[src/rtl/mem_wb_stage.sv]
`default_nettype none
// ============================================================================
// Module      : mem_wb_stage
// Description : MEM/WB pipeline register and writeback select. Captures the
//               MEM-stage result, forms the register file write value and
//               drives the regfile write port one cycle after MEM. Also
//               provides a retired-instruction counter.
// Config      : define WB_LOAD_EXT_EN to perform big-endian sub-word load
//               lane selection and sign/zero extension in this stage;
//               otherwise the memory word is written unchanged.
// Revision    : 1.0 - initial release
// ============================================================================
module mem_wb_stage #(
  parameter int DATA_W = 32,
  parameter int ADDR_W = 5,
  parameter int CNT_W  = 32
) (
  input  logic              clk,
  input  logic              rst_n,
  input  logic              stall,
  input  logic              flush,
  input  logic              mem_valid,
  input  logic              mem_reg_we,
  input  logic [ADDR_W-1:0] mem_waddr,
  input  logic              mem_is_load,
  input  logic [DATA_W-1:0] mem_alu_result,
  input  logic [DATA_W-1:0] mem_rdata,
  input  logic [1:0]        mem_size,
  input  logic              mem_unsigned,
  output logic              wb_valid,
  output logic              wb_we,
  output logic [ADDR_W-1:0] wb_waddr,
  output logic [DATA_W-1:0] wb_wdata,
  output logic [CNT_W-1:0]  retired
);

  localparam logic [1:0] c_SIZE_BYTE = 2'b00;
  localparam logic [1:0] c_SIZE_HALF = 2'b01;

  logic              valid_q;
  logic              reg_we_q;
  logic [ADDR_W-1:0] waddr_q;
  logic              is_load_q;
  logic [DATA_W-1:0] alu_q;
  logic [DATA_W-1:0] rdata_q;
  logic [CNT_W-1:0]  retired_q;
  logic [CNT_W-1:0]  retired_d;
  logic [DATA_W-1:0] load_val;
  logic              we_w;

`ifdef WB_LOAD_EXT_EN
  logic [1:0]        size_q;
  logic              unsigned_q;

  // Sub-word load control fields follow the same capture rules as the rest
  always_ff @(posedge clk or negedge rst_n) begin
    if (!rst_n) begin
      size_q     <= 2'b00;
      unsigned_q <= 1'b0;
    end else if (!flush && !stall) begin
      size_q     <= mem_size;
      unsigned_q <= mem_unsigned;
    end
  end

  logic [7:0]  byte_sel;
  logic [15:0] half_sel;

  // Big-endian lane pick and extension of the captured memory word
  always_comb begin
    byte_sel = 8'h00;
    half_sel = 16'h0000;
    load_val = rdata_q;
    case (alu_q[1:0])
      2'd0:    byte_sel = rdata_q[31:24];
      2'd1:    byte_sel = rdata_q[23:16];
      2'd2:    byte_sel = rdata_q[15:8];
      default: byte_sel = rdata_q[7:0];
    endcase
    half_sel = alu_q[1] ? rdata_q[15:0] : rdata_q[31:16];
    case (size_q)
      c_SIZE_BYTE: load_val = {{(DATA_W-8){byte_sel[7] & ~unsigned_q}}, byte_sel};
      c_SIZE_HALF: load_val = {{(DATA_W-16){half_sel[15] & ~unsigned_q}}, half_sel};
      default:     load_val = rdata_q;
    endcase
  end
`else
  // Extension is done upstream; size/signedness inputs have no effect here
  logic unused_load_ctrl;
  assign unused_load_ctrl = ^{mem_size, mem_unsigned};
  assign load_val = rdata_q;
`endif

  // Pipeline register: flush inserts a bubble, stall holds, otherwise capture
  always_ff @(posedge clk or negedge rst_n) begin
    if (!rst_n) begin
      valid_q   <= 1'b0;
      reg_we_q  <= 1'b0;
      waddr_q   <= '0;
      is_load_q <= 1'b0;
      alu_q     <= '0;
      rdata_q   <= '0;
    end else if (flush) begin
      valid_q  <= 1'b0;
      reg_we_q <= 1'b0;
    end else if (!stall) begin
      valid_q   <= mem_valid;
      reg_we_q  <= mem_reg_we;
      waddr_q   <= mem_waddr;
      is_load_q <= mem_is_load;
      alu_q     <= mem_alu_result;
      rdata_q   <= mem_rdata;
    end
  end

  // An instruction retires when it leaves WB; flush does not cancel that
  always_comb begin
    retired_d = retired_q;
    if (valid_q && !stall) begin
      retired_d = retired_q + {{(CNT_W-1){1'b0}}, 1'b1};
    end
  end

  // Retired-instruction counter, wraps silently
  always_ff @(posedge clk or negedge rst_n) begin
    if (!rst_n) begin
      retired_q <= '0;
    end else begin
      retired_q <= retired_d;
    end
  end

  // $0 is hard-wired to zero, so a write to address 0 is suppressed
  assign we_w     = valid_q & reg_we_q & (waddr_q != '0);
  assign wb_valid = valid_q;
  assign wb_we    = we_w;
  assign wb_waddr = valid_q ? waddr_q : '0;
  assign wb_wdata = we_w ? (is_load_q ? load_val : alu_q) : '0;
  assign retired  = retired_q;

endmodule
`default_nettype wire

[config.mk]
export PLATFORM = sky130hd
export DESIGN_NAME = mem_wb_stage
export DESIGN_NICKNAME = d
export VERILOG_FILES = /design/src/rtl/mem_wb_stage.sv
export SDC_FILE = /design/constraint.sdc
export NUM_CORES = 1
export LEC_CHECK = 0
export CORE_MARGIN = 8
export CORE_UTILIZATION = 55
export DETAILED_ROUTE_END_ITERATION = 8
export DONT_BUFFER_PORTS = 1
export GPL_ROUTABILITY_DRIVEN = 0
export PLACE_DENSITY = 0.77
export REMOVE_ABC_BUFFERS = 1
export SLEW_MARGIN = 20
export SYNTH_ARGS = -nofsm -noshare
export SYNTH_HDL_FRONTEND = slang
export SYNTH_SLANG_ARGS = --single-unit
[constraint.sdc]
create_clock -name clk -period 3.3 [get_ports clk]
set_clock_uncertainty 0.2 [all_clocks]
set_input_delay 0.66 -clock clk [delete_from_list [all_inputs] [get_ports clk]]
set_output_delay 0.66 -clock clk [all_outputs]
set_load 0.05 [all_outputs]
==> qor.yml <==
post_drt_wl_per_cell_um: 19.8
fin_crit_ns: 3.02
drtIter0Drc: 112
area_growth_pct: 15.3
cts-root-buf: "clkbuf_8"
drc: 0
ys_types: 33
grtUsageMet1_pct: 20.4
status: "finished clean"
wl_mm: 10.3
drv_slew: 0
hold_viol_final: 0
clockBufferDepth: 2
core_um2: 8260
ys_ff_latch: 104
syn_avg_cell_area_um2: 12.7
cts_inserted_buffers: 9
tightest_slew_ns: 0.662
synth.cell_area_um2: 4690
setup_violations: 0
worstSetupPathType: "reg -> out"
grt.busiest_layer: "met2"
use_met2_pct: 30.3
worstPathRequired_ns: 2.44
fmax_mhz: 331
num_io_pins: 150
path_max_fanout: 33
grt_antenna_before_repair: 0
leakage_uw: 0.00248
power_density_nw_per_um2: 553
rows: 33
ff2ff_setup_slack_ns: 0.88
slew_headroom_pct: 55.5
clock_sinks: 104
timing.final.ws_setup_ns: 0.282
seqCellArea_um2: 2600
grt_usage_pct: 17.6
grt_max_degree: 105
htreeDepth: 3
crit_path_end: "wb_wdata[9]"
dpl.hpwl_mm: 7.49
num_antenna_cells: 0
clk_pin_slew_ns: 0.10
drive_gt1_share_pct: 34.5
dieArea_um2: 11700
num_vias: 2940
route.antenna.remaining_nets: 0
multi_input_area_um2: 1990
hold_path.class: "in -> async"
grt_util_met3_pct: 6.54
drv_cap: 0
avgViaCountPerCell: 5.65
end_kind: "output port"
r2r_start: "retired[5]$_DFFE_PN0P_"
grt-ovfl-total: 0
numPortBuffers: 0
cp_data_arrival_time_ns: 2.16
period_share_pct: 91.4
insertion_delay_ns: 0.36
postCtsSetupBuffers: 0
grt_setup_unrepaired: "false"
timing.hold.ws_ns: 0.0119
synthCells: 369
synth_seq_area_share_pct: 55.5
reg2reg_to: "retired[31]$_DFFE_PN0P_"
die_h_um: 108
pre_cts_ws_ns: 0.677
start_kind: "flip-flop"
die_w_um: 108
drt-pass1-iter-count: 4
crit_start: "waddr_q[2]$_DFFE_PN0P_"
start_util_pct: 56.7
grt_pass1_wl_mm: 16.2
reg2reg_depth: 4
ir_drop_mv: 0.341
grt_pass1_vias: 3110
cts_tree: "yes"
fin_nets: 490
fillers: 615
ys.warnings.count: 0
-- worst min-delay path by stage --
stage	startpoint	end	slack, ns
6_report	rst_n	alu_q[11]$_DFFE_PN0P_	0.01
4_1_cts	rst_n	load_val[15]$_DFFE_PN0P_	0.04
2_1_floorplan	rst_n	alu_q[0]$_DFFE_PN0P_	0.16
3_3_place_gp	rst_n	load_val[31]$_DFFE_PN0P_	0.17
3_5_place_dp	rst_n	alu_q[11]$_DFFE_PN0P_	0.17
5_1_grt	rst_n	load_val[15]$_DFFE_PN0P_	0.05
-- through the flow --
stage                     TNS, ns  std cells  utilization [%]  instance area (um^2)  total power [uW]
after floorplan            -84.33        352                -                  4600              1910
after global placement          0        503             61.9                  5110              1980
after detailed placement        0        503             61.9                  5110              2010
after CTS                       0        520             65.4                  5400              3020
after global routing            0        520             65.4                  5400              3120
final                           0        520             65.4                  5400              2990
-- power by group --
| part | internal, uW | leakage, uW | total (uW) | switching (uW) |
|---|---|---|---|---|
| Combinational | 211 | 0.00106 | 406 | 195 |
| Sequential | 1420 | 0.00128 | 1600 | 181 |
| Clock | 568 | 0.000133 | 979 | 411 |
| Total | 2200 | 0.00248 | 2990 | 788 |
-- state kept, by name (all words and copies together) (netlist names) --
signal     cells
is_load_q      1
waddr_q        5
reg_we_q       1
retired       32
wb_valid       1
alu_q         32
load_val      32
-- area by class of cell --
class,count,area share [%]
inverters,5,0.347
clock buffers,12,3.06
well taps,105,2.43
clock inverters,4,1.83
repair buffers,47,7.36
flip-flops and latches,104,48.2
multi-input cells,243,36.8
-- cells in the mapped netlist, drive strengths merged --
library cell / count / area, um^2
and2: 5 / 31.3
and3: 4 / 27.5
and4: 3 / 27.5
and4b: 1 / 10.0
buf: 14 / 72.6
clkbuf: 3 / 11.3
dfrtp: 104 / 2600
ha: 1 / 12.5
inv: 5 / 18.8
mux2: 71 / 800
mux2i: 34 / 340
nand2: 14 / 52.6
nand2b: 1 / 6.26
nand3: 11 / 55.1
nand4: 8 / 50.1
nand4b: 2 / 17.5
nand4bb: 1 / 11.3
nor2: 40 / 150
nor3: 9 / 45.0
nor4: 3 / 40.0
o211ai: 1 / 7.51
or3: 1 / 6.26
or4: 2 / 18.8
xnor2: 19 / 166
xor2: 12 / 105
-- kinds of logic after synthesis --
family / count (synthesis) / synth area share [%]
compound gates: 1 / 0.160
xor+xnor: 31 / 5.79
fa+ha+maj: 1 / 0.267
buf+inv: 22 / 2.19
flops: 104 / 55.5
mux: 105 / 24.3
simple gates: 105 / 11.7
-- cells in the final DEF (no fill, tap or decap), types with 2 or more instances in the layout --
cell type,instances
and4_1,2
xnor2_1,19
bufinv_16,3
dfrtp_1,103
and3_2,2
inv_1,4
nand2_1,14
xor2_1,12
clkbuf_8,12
nor3_1,9
and2_1,5
nand3_1,11
mux2_2,71
buf_4,44
nand4b_1,2
nand4_1,8
nor2_1,39
mux2i_1,34
buf_12,2
and3_1,2
-- worst max-delay path: stages (launching register included) --
cell	delay [ns]
dfrtp_1	0.41
or4_1	0.51
o211ai_1	0.17
buf_4	0.38
nor2_1	0.10
buf_4	0.20
-- routing by layer --
metal,up-vias,wire length (um)
li1,1358,-
met1,1471,4060
met2,99,5210
met3,12,902
met4,0,112
met5,-,0
-- timing repair --
action                                 in CTS  in global routing
endpoints found under the hold margin     104                  0
hold buffers                                1                  0
resized for setup                           0                  0
setup endpoints to repair                   0                  0
Power figures use the tool's default switching activity.
